===== src/rtl/red_pitaya_hk_gpio_pkg.sv =====
// Shared housekeeping GPIO definitions: register offsets and the INFO word layout.
// Used by red_pitaya_hk_gpio and red_pitaya_hk_debounce.
package red_pitaya_hk_gpio_pkg;

    localparam logic [19:0] ADDR_DIR      = 20'h00;
    localparam logic [19:0] ADDR_DOUT     = 20'h04;
    localparam logic [19:0] ADDR_DIN      = 20'h08;
    localparam logic [19:0] ADDR_RISE_EN  = 20'h0C;
    localparam logic [19:0] ADDR_FALL_EN  = 20'h10;
    localparam logic [19:0] ADDR_IRQ_STS  = 20'h14;
    localparam logic [19:0] ADDR_DEB_LEN  = 20'h18;
    localparam logic [19:0] ADDR_DOUT_SET = 20'h1C;
    localparam logic [19:0] ADDR_DOUT_CLR = 20'h20;
    localparam logic [19:0] ADDR_INFO     = 20'h24;

    typedef struct packed {
        logic [22:0] rsvd_hi;
        logic        deb_en;
        logic [1:0]  rsvd_lo;
        logic [5:0]  np;
    } info_t;

    function automatic logic [31:0] info_word(input int np, input logic deb_en);
        info_t info;
        info        = '0;
        info.deb_en = deb_en;
        info.np     = 6'(np);
        return info;
    endfunction

endpackage


===== src/rtl/red_pitaya_hk_debounce.sv =====
// One GPIO pin: 2-FF synchronizer followed by an optional debounce filter.
// The filter is compiled in only when RP_HK_GPIO_DEBOUNCE_EN is defined.
module red_pitaya_hk_debounce
    import red_pitaya_hk_gpio_pkg::*;
`ifdef RP_HK_GPIO_DEBOUNCE_EN
#(
    parameter int DBW = 16
)
`endif
(
    input  logic           clk_i,
    input  logic           rstn_i,
    input  logic           pin_i,
`ifdef RP_HK_GPIO_DEBOUNCE_EN
    input  logic [DBW-1:0] deb_len,
`endif
    output logic           filt_o
);

    logic sync_q1;
    logic sync_q2;

    always_ff @(posedge clk_i or negedge rstn_i) begin
        if (!rstn_i) begin
            sync_q1 <= 1'b0;
            sync_q2 <= 1'b0;
        end else begin
            sync_q1 <= pin_i;
            sync_q2 <= sync_q1;
        end
    end

`ifdef RP_HK_GPIO_DEBOUNCE_EN
    logic [DBW-1:0] cnt;
    logic           filt_q;

    // Accept a new level after it has differed for deb_len+1 consecutive cycles.
    always_ff @(posedge clk_i or negedge rstn_i) begin
        if (!rstn_i) begin
            cnt    <= '0;
            filt_q <= 1'b0;
        end else if (sync_q2 == filt_q) begin
            cnt <= '0;
        end else if (cnt >= deb_len) begin
            filt_q <= sync_q2;
            cnt    <= '0;
        end else begin
            cnt <= cnt + DBW'(1);
        end
    end

    assign filt_o = filt_q;
`else
    assign filt_o = sync_q2;
`endif

endmodule


===== src/rtl/red_pitaya_hk_gpio.sv =====
// Housekeeping GPIO block: direction/output registers, filtered inputs and edge IRQs.
// Define RP_HK_GPIO_DEBOUNCE_EN to include the per-pin debounce filter and DEB_LEN.
module red_pitaya_hk_gpio
    import red_pitaya_hk_gpio_pkg::*;
#(
    parameter int NP  = 16,
    parameter int DBW = 16
) (
    input  logic          clk_i,
    input  logic          rstn_i,
    input  logic [NP-1:0] gpio_i,
    output logic [NP-1:0] gpio_o,
    output logic [NP-1:0] gpio_dir_o,
    output logic          irq_o,
    input  logic [31:0]   sys_addr,
    input  logic [31:0]   sys_wdata,
    input  logic          sys_wen,
    input  logic          sys_ren,
    output logic [31:0]   sys_rdata,
    output logic          sys_err,
    output logic          sys_ack
);

`ifdef RP_HK_GPIO_DEBOUNCE_EN
    localparam logic DEB_EN = 1'b1;
`else
    localparam logic DEB_EN = 1'b0;
`endif

    logic [NP-1:0]  dir;
    logic [NP-1:0]  dout;
    logic [NP-1:0]  rise_en;
    logic [NP-1:0]  fall_en;
    logic [NP-1:0]  irq_sts;
    logic [NP-1:0]  din;
    logic [NP-1:0]  din_d;
    logic [NP-1:0]  irq_evt;
    logic [NP-1:0]  sts_clr;
    logic [NP-1:0]  wdata_np;
    logic [DBW-1:0] deb_len;
    logic [19:0]    addr;
    logic [31:0]    rdata_nxt;
    logic           unused_bits;

    assign addr        = sys_addr[19:0];
    assign wdata_np    = sys_wdata[NP-1:0];
    assign unused_bits = ^{sys_addr[31:20], sys_wdata};

    for (genvar i = 0; i < NP; i++) begin : g_pin
`ifdef RP_HK_GPIO_DEBOUNCE_EN
        red_pitaya_hk_debounce #(.DBW(DBW)) u_deb (
            .clk_i   (clk_i),
            .rstn_i  (rstn_i),
            .pin_i   (gpio_i[i]),
            .deb_len (deb_len),
            .filt_o  (din[i])
        );
`else
        red_pitaya_hk_debounce u_deb (
            .clk_i   (clk_i),
            .rstn_i  (rstn_i),
            .pin_i   (gpio_i[i]),
            .filt_o  (din[i])
        );
`endif
    end

    always_ff @(posedge clk_i or negedge rstn_i) begin
        if (!rstn_i) begin
            dir     <= '0;
            dout    <= '0;
            rise_en <= '0;
            fall_en <= '0;
        end else if (sys_wen) begin
            case (addr)
                ADDR_DIR:      dir     <= wdata_np;
                ADDR_DOUT:     dout    <= wdata_np;
                ADDR_DOUT_SET: dout    <= dout | wdata_np;
                ADDR_DOUT_CLR: dout    <= dout & ~wdata_np;
                ADDR_RISE_EN:  rise_en <= wdata_np;
                ADDR_FALL_EN:  fall_en <= wdata_np;
                default: ;
            endcase
        end
    end

`ifdef RP_HK_GPIO_DEBOUNCE_EN
    always_ff @(posedge clk_i or negedge rstn_i) begin
        if (!rstn_i)
            deb_len <= '0;
        else if (sys_wen && addr == ADDR_DEB_LEN)
            deb_len <= sys_wdata[DBW-1:0];
    end
`else
    assign deb_len = '0;
`endif

    // A new event on a bit wins over a W1C of that bit in the same cycle.
    assign irq_evt = (din & ~din_d & rise_en) | (~din & din_d & fall_en);
    assign sts_clr = (sys_wen && addr == ADDR_IRQ_STS) ? wdata_np : '0;

    always_ff @(posedge clk_i or negedge rstn_i) begin
        if (!rstn_i) begin
            din_d   <= '0;
            irq_sts <= '0;
            irq_o   <= 1'b0;
        end else begin
            din_d   <= din;
            irq_sts <= (irq_sts & ~sts_clr) | irq_evt;
            irq_o   <= |irq_sts;
        end
    end

    always_comb begin
        rdata_nxt = '0;
        case (addr)
            ADDR_DIR:     rdata_nxt = 32'(dir);
            ADDR_DOUT:    rdata_nxt = 32'(dout);
            ADDR_DIN:     rdata_nxt = 32'(din);
            ADDR_RISE_EN: rdata_nxt = 32'(rise_en);
            ADDR_FALL_EN: rdata_nxt = 32'(fall_en);
            ADDR_IRQ_STS: rdata_nxt = 32'(irq_sts);
            ADDR_DEB_LEN: rdata_nxt = 32'(deb_len);
            ADDR_INFO:    rdata_nxt = info_word(NP, DEB_EN);
            default:      rdata_nxt = '0;
        endcase
    end

    always_ff @(posedge clk_i or negedge rstn_i) begin
        if (!rstn_i) begin
            sys_ack   <= 1'b0;
            sys_rdata <= '0;
        end else begin
            sys_ack   <= sys_wen | sys_ren;
            sys_rdata <= sys_ren ? rdata_nxt : 32'h0;
        end
    end

    assign sys_err    = 1'b0;
    assign gpio_o     = dout;
    assign gpio_dir_o = dir;

endmodule


===== config.mk =====
export PLATFORM = sky130hd
export DESIGN_NAME = red_pitaya_hk_gpio
export DESIGN_NICKNAME = d
export VERILOG_FILES = /design/src/rtl/red_pitaya_hk_gpio_pkg.sv /design/src/rtl/red_pitaya_hk_debounce.sv /design/src/rtl/red_pitaya_hk_gpio.sv
export SDC_FILE = /design/constraint.sdc
export NUM_CORES = 1
export LEC_CHECK = 0
export ABC_AREA = 0
export BUFFER_PORTS_ARGS = -buffer_cell sky130_fd_sc_hd__buf_4
export CAP_MARGIN = 20
export CORE_UTILIZATION = 54
export DETAILED_ROUTE_END_ITERATION = 10
export PLACE_DENSITY = 0.8
export SLEW_MARGIN = 20
export SYNTH_ARGS = -nofsm -noshare
export SYNTH_HDL_FRONTEND = slang
export SYNTH_SLANG_ARGS = --single-unit

===== constraint.sdc =====
create_clock -name clk_i -period 1.55 [get_ports clk_i]
set_input_delay 0.2325 -clock clk_i [delete_from_list [all_inputs] [get_ports clk_i]]
set_output_delay 0.2325 -clock clk_i [all_outputs]
set_load 0.005 [all_outputs]

==> qor.csv, run 1 <==
stage;metric;value;unit
min_path;Hold WC Path Type;in2reg;
place;Port-buffer cells;105;
logic_synthesis;Primary FF master, synth;dfrtp_1;
power_and_ir_drop;combinational power share;6.3;%
die;row cnt;39;
worst_setup_path;Crit path arrival time;1790;ps
global_route;GRT Total Usage;29.7;%
power_and_ir_drop;Pint;7.04;mW
worst_setup_path;critical-path maximum fanout;7;
clock_tree;clk slew on worst S/H paths;50;ps
status;status;finished, violations left;
detailed_routing;drt wl/cell;20.7;um
finish;Area Growth Syn to Fin;33.3;%
logic_synthesis;yosys warns;0;
sta;Slew Limit Fails;0;
detailed_routing;drt initial violations;368;
die;# IOs;151;
logic_synthesis;EDFF count, synth;0;
power_and_ir_drop;switching pwr;1.86;mW
logic_synthesis;synthesized area per cell;13.3;sq um
worst_setup_path;element type at the critical path end;flip-flop;
job;max_cap viols;0;
detailed_routing;Routed Antenna Nets;0;
worst_setup_path;Critical Path Source Type;input port;
detailed_routing;via/cell ratio;6.05;
clock_tree;worst skew pair latency;430;ps
power_and_ir_drop;Pwr Total;8.91;mW
clock_tree;H-tree Lvls;4;
logic_synthesis;Syn Std Cell Area;6290;sq um
global_route;first-pass GRT wire length;25800;um
finish;Core Util, Final;73.8;%
logic_synthesis;Yosys reg bits;146;
detailed_routing;drt pass-1 iters;8;
worst_setup_path;Critical Path RT;1850;ps
finish;Final nets;720;
place;RePlAce Congestion;0.880;
detailed_routing;vias post-DR;4782;
power_and_ir_drop;Clk pwr share;49.7;%
power_and_ir_drop;Worst VDD drop;1.39;mV
global_route;initial antenna violation count;0;
sta;worst-margin pin slew;558;ps
place;Placement Cell Area;7560;sq um
detailed_routing;DR DRC count;2;
die;Initial Utilization;55.4;%
sta;RSZ-0062 raised after global routing;no;
die;core footprint;11400;sq um
clock_tree;Num CTS Buffers;17;
finish;share of layout cells above drive strength 1;38.3;%
worst_setup_path;Crit Path Category;in2reg;
power_and_ir_drop;Pwr Density;1060;nW/um^2
logic_synthesis;register area share after synthesis;58.0;%
die;die width;110;um
logic_synthesis;Async S/R FF share, synth;100;%
sta;min cycle time layout;1490;ps
global_route;vias in the first global route;4990;
logic_synthesis;Synth Instances;474;
power_and_ir_drop;leakage power total;3.89;nW
sta;max_slew headroom;62.8;%
power_and_ir_drop;switching portion of total power;20.9;%
global_route;grt ovf;0;
clock_tree;deepest clock path buffer count;2;
place;Post-DP HPWL;11200;um
clock_tree;clock root cell;clkbuf_16;
die;Die Area;12100;sq um
sta;setup_tns;0;ps
logic_synthesis;Cell variety after synth;40;
sta;Hold Fails Final Rpt;0;
sta;achievable clock frequency;672;MHz
clock_tree;CTS tree;built;
sta;skew final;6.35;ps
finish;ant diodes;0;
die;Die H;110;um
global_route;largest net degree at the start of global routing;39;
sta;final setup fails;0;
sta;fin crit share;96.1;%
power_and_ir_drop;Flop pwr share;44.0;%
status;failing checks;DRC;
clock_tree;clock sinks;146;
detailed_routing;Detailed Route WL;16400;um
finish;final instance area;8390;sq um
==> critical path: stages <==
cell and delay (ps):
buf_4 120, nor4_4 410, nand4_1 220, nor3_4 220, buf_4 230, mux2_2 360
==> layout by cell type, fill, tap and decap left out, types with 2 or more instances in the layout <==
master,instances
a2bb2oi_1,15
clkbuf_16,17
mux2_2,35
o31ai_1,16
nand2b_1,2
and3_1,2
clkinvlp_4,2
nand3b_1,16
nand2_1,20
nor3_4,2
mux2_4,3
nor4_1,19
bufinv_16,4
nor2_1,18
clkbuf_8,5
nand4_1,3
o2bb2ai_1,16
o211ai_1,16
inv_1,17
a21oi_1,2
buf_6,2
buf_4,143
o21ai_0,18
nor2b_1,2
nor4_4,6
mux4_2,15
buf_12,6
mux2i_1,17
dfrtp_1,146
nor3b_1,2
conb_1,17
mux2_1,10
nand2_2,2
dlygate4sd3_1,17
==> synthesized netlist by cell type (2+ instances only) <==
library cell / instances / area share (%)
buf_4: 19 / 2.3
o31ai_1: 16 / 1.9
and3_1: 2 / 0.20
mux2i_1: 17 / 2.7
mux2_2: 38 / 6.8
nor3_2: 2 / 0.32
o211ai_1: 16 / 1.9
nand3b_1: 16 / 1.9
o21ai_0: 18 / 1.4
clkbuf_1: 13 / 0.78
dfrtp_1: 146 / 58
mux4_2: 15 / 5.4
mux2_1: 10 / 1.8
o2bb2ai_1: 16 / 2.2
nor2b_1: 2 / 0.20
nor4_4: 3 / 1.0
nand2_1: 22 / 1.3
nor4_2: 3 / 0.60
inv_1: 17 / 1.0
nor4_1: 19 / 1.9
nand3_1: 2 / 0.16
nor3b_1: 2 / 0.24
nor2_1: 18 / 1.1
a21oi_1: 2 / 0.16
a2bb2oi_1: 15 / 2.1
nand2b_1: 2 / 0.20
buf_2: 8 / 0.64
nand4_1: 3 / 0.30
==> cells by family (layout without fill, tap and decap cells) <==
kind of cell	after synthesis	count (layout)	share of synthesized area, %
DFF	146	146	58.0
and+or+nand+nor	102	102	10.2
AOI/OAI and AO/OA	87	87	10.2
muxes	80	80	16.7
buffers and inverters	58	216	4.87
other	1	17	0.0596
==> power groups by stage <==
| stage | Sequential, mW | Clock [mW] | Combinational (mW) |
|---|---|---|---|
| floorplan | 3.97 | 0 | 0.222 |
| global placement | 3.98 | 0 | 0.508 |
| detailed placement | 3.99 | 0 | 0.519 |
| CTS | 3.92 | 4.50 | 0.557 |
| global route | 3.93 | 4.64 | 0.608 |
| finish | 3.92 | 4.43 | 0.557 |
==> per-layer routing <==
layer	GRT usage (%)	up-vias	part of all wire [%]
li1	-	2052	-
met1	36.6	2427	40
met2	49.0	254	51
met3	7.23	49	6.7
met4	14.8	0	2.6
met5	0	-	0
==> cell type report <==
class / instances / area [sq um]
Multi-Input combinational cell: 286 / 2460
Clock buffer: 23 / 498
Fill cell: 705 / 2980
Inverter: 17 / 63.8
Tap cell: 143 / 179
Sequential cell: 146 / 3650
Timing Repair Buffer: 168 / 1390
Clock inverter: 8 / 149
==> worst paths after layout <==
| kind | cells after the start | slack (ps) | endpoint | startpoint |
|---|---|---|---|---|
| hold reg to reg | 0 | 340 | g_pin[8].u_deb.filt_o | g_pin[8].u_deb.sync_q1 |
| max in group asynchronous | 3 | 740 | rise_en[10] | rstn_i |
| setup reg to reg | 3 | 100 | irq_o | irq_sts[3] |
| setup / recovery | 6 | 60 | rise_en[10] | sys_addr[14] |
| min in group asynchronous | 2 | 240 | g_pin[14].u_deb.filt_o | rstn_i |
| hold / removal | 2 | 30 | sys_ack | sys_ren |
==> through the flow <==
step           worst slack [ps]  instances  hold WS, ps
6_report                   60.9        791         28.6
3_3_place_gp               -298        743          119
2_1_floorplan              -283        490        -63.1
5_1_grt                    3.47        791         31.0
3_5_place_dp               -367        743          121
4_1_cts                    64.6        791         18.1
==> registers in the layout, indices dropped and copies added (netlist names) <==
name / flops
din_d: 16
fall_en: 16
g_pin.u_deb.filt_o: 16
g_pin.u_deb.sync_q1: 16
gpio_dir_o: 16
gpio_o: 16
irq_sts: 16
rise_en: 16
sys_rdata: 16
irq_o: 1
sys_ack: 1
==> what timing repair did <==
| item | in CTS | in global routing |
|---|---|---|
| endpoints found under the hold margin | 141 | 0 |
| resized for setup | 0 | 2 |
| hold buffers | 17 | 0 |
| endpoints found under the setup margin | 0 | 3 |
| buffers inserted | 0 | 0 |
No activity file was read; power rests on OpenSTA's default activity.
==> run 2, diff against run 1 <==
==> constraint.sdc (replaced) <==
create_clock -name clk_i -period 1.47 [get_ports clk_i]
set_input_delay 0.2205 -clock clk_i [delete_from_list [all_inputs] [get_ports clk_i]]
set_output_delay 0.2205 -clock clk_i [all_outputs]
set_load 0.005 [all_outputs]
==> run 2 against run 1 <==
Against the previous run:
- the run ends with setup timing left
- utilization rose by 0.055 points
- non-clock buffer count did not move
- die area unchanged
- largest power group unchanged
- first-iteration DRC count fell by 8.2%
- worst setup slack got worse by 87 ps
==> qor.csv, run 2 (same netlist as run 1, synthesis figures left out) <==
stage;metric;value;unit;change
place;Port-buffer cells;105;;unchanged
detailed_routing;drt initial violations;338;;-8.2%
clock_tree;clock sinks;146;;unchanged
die;Initial Utilization;55.4;%;unchanged
die;Die H;110;um;unchanged
place;RePlAce Congestion;0.870;;-1.1%
worst_setup_path;Crit. Startpoint;sys_addr[19];;
detailed_routing;Detailed Route WL;16200;um;-0.93%
place;Placement Cell Area;7510;sq um;-0.69%
worst_setup_path;Critical Path RT;1780;ps;-70 ps
die;row cnt;39;;unchanged
min_path;Hold WC Path Type;in2reg;;
sta;Slew Limit Fails;0;;unchanged
sta;RSZ-0062 raised after global routing;yes;;
global_route;GRT Total Usage;29.2;%;-0.57 points
global_route;grt ovf;0;;unchanged
global_route;largest net degree at the start of global routing;55;;+41%
sta;Hold Fails Final Rpt;0;;unchanged
status;failing checks;setup timing;;
worst_setup_path;critical-path maximum fanout;16;;+9
detailed_routing;via/cell ratio;6.00;;-0.69%
sta;fin worst setup slack;-25.9;ps;-86.8 ps
sta;final setup fails;27;;+27
die;die width;110;um;unchanged
power_and_ir_drop;Pwr Density;1080;nW/um^2;+2.1%
clock_tree;CTS tree;built;;
worst_setup_path;Critical path buffers and inverters;3;;+1
sta;achievable clock frequency;668;MHz;
worst_setup_path;reg2reg path depth;3;;unchanged
place;Post-DP HPWL;10300;um;-7.4%
worst_setup_path;crit-path cells;buf_6 -> nor4_4 -> buf_4 -> nand4_1 -> nor3_4 -> buf_12 -> mux2_2;;
die;core footprint;11400;sq um;unchanged
die;# IOs;151;;unchanged
detailed_routing;met3 WL post-DR;1020;um;-6.1%
finish;Area Growth Syn to Fin;33.4;%;about the same
finish;fill cell count;704;;-0.14%
worst_setup_path;CP top delay family;simple AND/OR/NAND/NOR gates;;
finish;commonest non-fill, non-tap cell in the layout;dfrtp_1;;
clock_tree;H-tree Lvls;4;;unchanged
status;status;finished, violations left;;
sta;min cycle time layout;1500;ps;
sta;WHS;39.0;ps;+10.3 ps
clock_tree;clock root cell;clkbuf_16;;
power_and_ir_drop;leakage power total;3.88;nW;-0.29%
clock_tree;Num CTS Buffers;17;;unchanged
detailed_routing;drt pass-1 iters;4;;-4
worst_setup_path;worst reg2reg path startpoint;rise_en[5];;
clock_tree;worst skew pair latency;430;ps;about the same
min_path;Hold Crit Depth;2;;unchanged
finish;share of layout cells above drive strength 1;38.7;%;+0.40 points
place;pre-CTS setup slack;-457;ps;-90.4 ps
detailed_routing;metal2 WL;8280;um;-0.53%
power_and_ir_drop;Worst VDD drop;1.14;mV;-18%
finish;most frequent cells in the layout;dfrtp_1, buf_4, mux2_2;;
clock_tree;deepest clock path buffer count;2;;unchanged
detailed_routing;met1 WL;6270;um;-3.9%
sta;fin crit share;102;%;
job;max_cap viols;0;;unchanged
worst_setup_path;slowest CP cell;mux2_2;;
global_route;initial antenna violation count;0;;unchanged
worst_setup_path;WP depth;7;;+1
finish;final instance area;8400;sq um;about the same
finish;Final nets;720;;unchanged
die;Die Area;12100;sq um;unchanged
detailed_routing;DR DRC count;0;;-2
global_route;vias in the first global route;4917;;-1.5%
worst_setup_path;Critical Path Source Type;input port;;
worst_setup_path;element type at the critical path end;flip-flop;;
global_route;first-pass GRT wire length;25400;um;-1.7%
detailed_routing;vias post-DR;4755;;-0.56%
min_path;Hold Crit Start;sys_wen;;
detailed_routing;Routed Antenna Nets;0;;unchanged
sta;skew final;6.77;ps;+0.419 ps
detailed_routing;Top Layer Used;met4;;
worst_setup_path;Crit path arrival time;1810;ps;+20 ps
worst_setup_path;CP peak stage delay;360;ps;-50 ps
clock_tree;clk slew on worst S/H paths;60;ps;about the same
detailed_routing;drt wl/cell;20.5;um;-1.1%
finish;ant diodes;0;;unchanged
worst_setup_path;Crit Path Category;in2reg;;
[run 2: cell types whose count changed in the layout (fill, tap and decap cells not counted), sizes merged]
| cell | previous run | this run |
|---|---|---|
| clkinv | 2 | 7 |
| clkbuf | 23 | 19 |
| buf | 151 | 150 |
| bufinv | 4 | 3 |
| dlygate4sd3 | 17 | 18 |
| inv | 17 | 18 |
[run 2: repair_timing]
item / in CTS / in global routing
pin swaps: 2 / 6
endpoints found under the hold margin: 163 / 0
endpoints found under the setup margin: 15 / 52
setup buffers: 2 / 4
resized for setup: 0 / 16
hold buffers: 18 / 0
[run 2: power by group]
group | leakage, nW | internal (mW) | total, mW | switching, mW
registers | 1.83 | 4.09 | 4.13 | 0.0427
logic | 1.75 | 0.283 | 0.591 | 0.307
clock network | 0.293 | 2.71 | 4.38 | 1.67
total | 3.88 | 7.08 | 9.10 | 2.02
[run 2: final cells by class]
class                           count  area (sq um)  share of cell area, %
Clock inverter                     13           160                   1.91
Tap cell                          143           179                   2.13
Timing Repair Buffer              168          1410                   16.8
Clock buffer                       19           443                   5.27
Multi-Input combinational cell    286          2490                   29.6
Inverter                           17          63.8                  0.760
Sequential cell                   146          3650                   43.5
[run 2: worst paths after layout]
check,end,slack [ps]
setup / recovery,rise_en[11],-30
max in group asynchronous,rise_en[3],830
min in group asynchronous,sys_rdata[11],150
hold / removal,sys_ack,40
hold reg to reg,g_pin[5].u_deb.filt_o,350
setup reg to reg,sys_rdata[5],170
[run 2: per-layer routing]
layer / vias up / global-route usage, %
met5: - / 0
met3: 59 / 7.94
met2: 227 / 47.0
li1: 2056 / -
met4: 0 / 17.1
met1: 2413 / 35.1
[run 2: per-stage QoR]
stage	power, mW	util [%]	instances	TNS (ps)
6_report	9.10	73.9	792	-254
5_1_grt	9.40	73.9	792	-892
4_1_cts	9.13	73.1	788	0
3_5_place_dp	4.74	66.1	736	-28750
3_3_place_gp	4.72	66.1	736	-25260
2_1_floorplan	4.43	-	490	-14010
==> run 3, diff against run 2 <==
--- a/config.mk
+++ b/config.mk
@@ -8,6 +8,7 @@
 export ABC_AREA = 0
 export BUFFER_PORTS_ARGS = -buffer_cell sky130_fd_sc_hd__buf_4
 export CAP_MARGIN = 20
+export CORE_ASPECT_RATIO = 0.5
 export CORE_UTILIZATION = 54
 export DETAILED_ROUTE_END_ITERATION = 10
 export PLACE_DENSITY = 0.8
==> run 3 against run 2 <==
Against the previous run:
- the flow still finishes with violations (setup timing)
- maximum frequency down 0.32%
- global-route usage up 0.46 points
- register-to-register slack worse by 30 ps
- sequential power about the same
- wire length increased by 5.9%
- clock-buffer cell count up 1
- hold slack gained 11 ps
- critical path depth is 1 lower
- flip-flop and latch count stayed put
- sequential share of layout area shrank 0.63 points
- non-clock buffer count up 1
- clock skew rose by 3.6 ps
==> qor.csv, run 3 (same netlist as run 1, synthesis figures left out) <==
stage;metric;value;unit;change
sta;achievable clock frequency;666;MHz;-0.32%
worst_setup_path;Crit path arrival time;1800;ps;about the same
global_route;first-pass GRT wire length;26500;um;+4.5%
die;# IOs;151;;unchanged
finish;Final nets;721;;+0.14%
min_path;Hold Crit Depth;2;;unchanged
detailed_routing;drt wl/cell;21.2;um;+3.7%
die;Die Area;12100;sq um;+0.22%
place;Port-buffer cells;105;;unchanged
clock_tree;clk slew on worst S/H paths;60;ps;about the same
global_route;largest net degree at the start of global routing;46;;-16%
finish;commonest non-fill, non-tap cell in the layout;dfrtp_1;;
finish;final instance area;8520;sq um;+1.5%
place;RePlAce Congestion;0.833;;-4.2%
job;max_cap viols;0;;unchanged
clock_tree;Num CTS Buffers;17;;unchanged
die;core footprint;11200;sq um;-1.7%
detailed_routing;drt pass-1 iters;5;;+1
sta;RSZ-0062 raised after global routing;yes;;
clock_tree;CTS tree;built;;
worst_setup_path;critical-path maximum fanout;9;;-7
worst_setup_path;Critical Path RT;1770;ps;about the same
sta;max_slew headroom;66.1;%;
die;Initial Utilization;56.3;%;+0.93 points
power_and_ir_drop;Worst VDD drop;0.807;mV;-29%
detailed_routing;drt initial violations;545;;+61%
worst_setup_path;Critical Path Source Type;input port;;
worst_setup_path;CP top delay family;simple AND/OR/NAND/NOR gates;;
finish;share of layout cells above drive strength 1;38.5;%;-0.21 points
place;pre-CTS setup slack;-438;ps;+18.8 ps
worst_setup_path;CP most frequent cell;nor4_4;;
sta;skew final;10.4;ps;+3.61 ps
power_and_ir_drop;leakage power total;3.92;nW;+1.1%
place;Post-DP HPWL;10600;um;+2.6%
global_route;GRT Total Usage;29.6;%;+0.46 points
sta;fin worst setup slack;-30.8;ps;-4.87 ps
detailed_routing;Detailed Route WL;17200;um;+5.9%
status;failing checks;setup timing;;
sta;Hold Fails Final Rpt;0;;unchanged
clock_tree;worst skew pair latency;420;ps;about the same
die;die width;155;um;+41%
worst_setup_path;crit-path cells;buf_4 -> nor4_4 -> nand2_2 -> nor4_4 -> buf_6 -> mux2_1;;
worst_setup_path;reg2reg path depth;3;;unchanged
place;Placement Cell Area;7560;sq um;+0.70%
sta;final setup fails;25;;-7.4%
clock_tree;clock root cell;clkbuf_16;;
detailed_routing;via/cell ratio;6.07;;+1.1%
worst_setup_path;Critical path buffers and inverters;2;;-1
worst_setup_path;CP peak stage delay;390;ps;+30 ps
clock_tree;deepest clock path buffer count;2;;unchanged
clock_tree;clock sinks;146;;unchanged
detailed_routing;vias post-DR;4909;;+3.2%
min_path;Hold EP;gpio_o[2];;
detailed_routing;Routed Antenna Nets;0;;unchanged
worst_setup_path;Crit Path Category;in2reg;;
global_route;initial antenna violation count;0;;unchanged
sta;Slew Limit Fails;0;;unchanged
die;Die H;78.3;um;-29%
sta;fin crit share;102;%;+0.33 points
sta;min cycle time layout;1500;ps;+4.87 ps
detailed_routing;DR DRC count;0;;unchanged
global_route;grt ovf;0;;unchanged
global_route;vias in the first global route;4953;;+0.73%
worst_setup_path;slowest CP cell;nor4_4;;
finish;Area Growth Syn to Fin;35.4;%;
sta;WHS;49.5;ps;+10.5 ps
finish;ant diodes;0;;unchanged
worst_setup_path;worst reg2reg setup slack;140;ps;-30 ps
sta;worst-margin pin slew;504;ps;
worst_setup_path;element type at the critical path end;flip-flop;;
worst_setup_path;worst reg2reg path startpoint;irq_sts[3];;
min_path;Hold Crit Start;sys_wdata[2];;
min_path;Hold WC Path Type;in2reg;;
power_and_ir_drop;Pwr Density;1080;nW/um^2;-0.22%
die;row cnt;27;;-31%
status;status;finished, violations left;;
finish;most frequent cells in the layout;dfrtp_1, buf_4, nand2_1;;
clock_tree;H-tree Lvls;4;;unchanged
worst_setup_path;R2R Path End;irq_o;;
-- run 3: changes by cell type in the layout (fill, tap and decap cells not counted), moves of 2 or more --
cell and delta:
buf_4 -5, mux2_2 -10, buf_6 +3, buf_12 +2
mux2_4 +7, mux2_1 +3
-- run 3: power breakdown --
part | internal, mW | switching [mW] | leakage (nW)
combinational | 0.285 | 0.317 | 1.79
clock | 2.76 | 1.72 | 0.296
sequential | 4.09 | 0.0423 | 1.83
total | 7.14 | 2.08 | 3.92
-- run 3: metrics by stage --
| stage | total power, mW | util, % | std cells | TNS, ps |
|---|---|---|---|---|
| 2_1_floorplan | 4.43 | - | 490 | -14010 |
| 5_1_grt | 9.47 | 76.2 | 809 | -1920 |
| 3_3_place_gp | 4.73 | 67.6 | 753 | -24180 |
| 6_report | 9.21 | 76.2 | 809 | -347 |
| 3_5_place_dp | 4.74 | 67.6 | 753 | -29030 |
| 4_1_cts | 9.22 | 74.8 | 804 | 0 |
-- run 3: layout make-up --
class / instances / area [sq um]
Inverter: 17 / 63.8
Clock buffer: 20 / 457
Tap cell: 159 / 199
Fill cell: 671 / 2660
Clock inverter: 12 / 155
Multi-Input combinational cell: 286 / 2520
Sequential cell: 146 / 3650
Timing Repair Buffer: 169 / 1470
-- run 3: worst register-to-register path, stage by stage (launching register included) --
cell,delay (ps)
dfrtp_1,400
nor4_1,500
buf_4,210
nand4_1,80
-- run 3: routing by layer --
metal / global-route usage (%) / share of wire, % / routed length (um)
met3: 8.17 / 8.2 / 1400
met2: 48.1 / 48 / 8290
met4: 11.8 / 2.2 / 375
met5: 0 / 0 / 0
met1: 38.2 / 41 / 7110
-- run 3: what timing repair did --
item	4_1_cts	5_1_grt
cloned	0	1
resized for setup	1	26
hold buffers	18	0
endpoints found under the hold margin	52	0
setup endpoints to repair	3	38
pin swaps	1	6
setup buffers	1	4
-- run 3: worst max path at each step --
stage,startpoint,to,slack (ps),depth (start not counted)
2_1_floorplan,sys_addr[4],fall_en[10],-350,6
3_5_place_dp,sys_addr[14],gpio_dir_o[15],-440,6
6_report,sys_addr[13],gpio_dir_o[6],-30,6
5_1_grt,sys_addr[13],gpio_dir_o[15],-80,6
4_1_cts,sys_addr[8],gpio_dir_o[13],10,6
3_3_place_gp,sys_addr[14],gpio_dir_o[15],-370,6
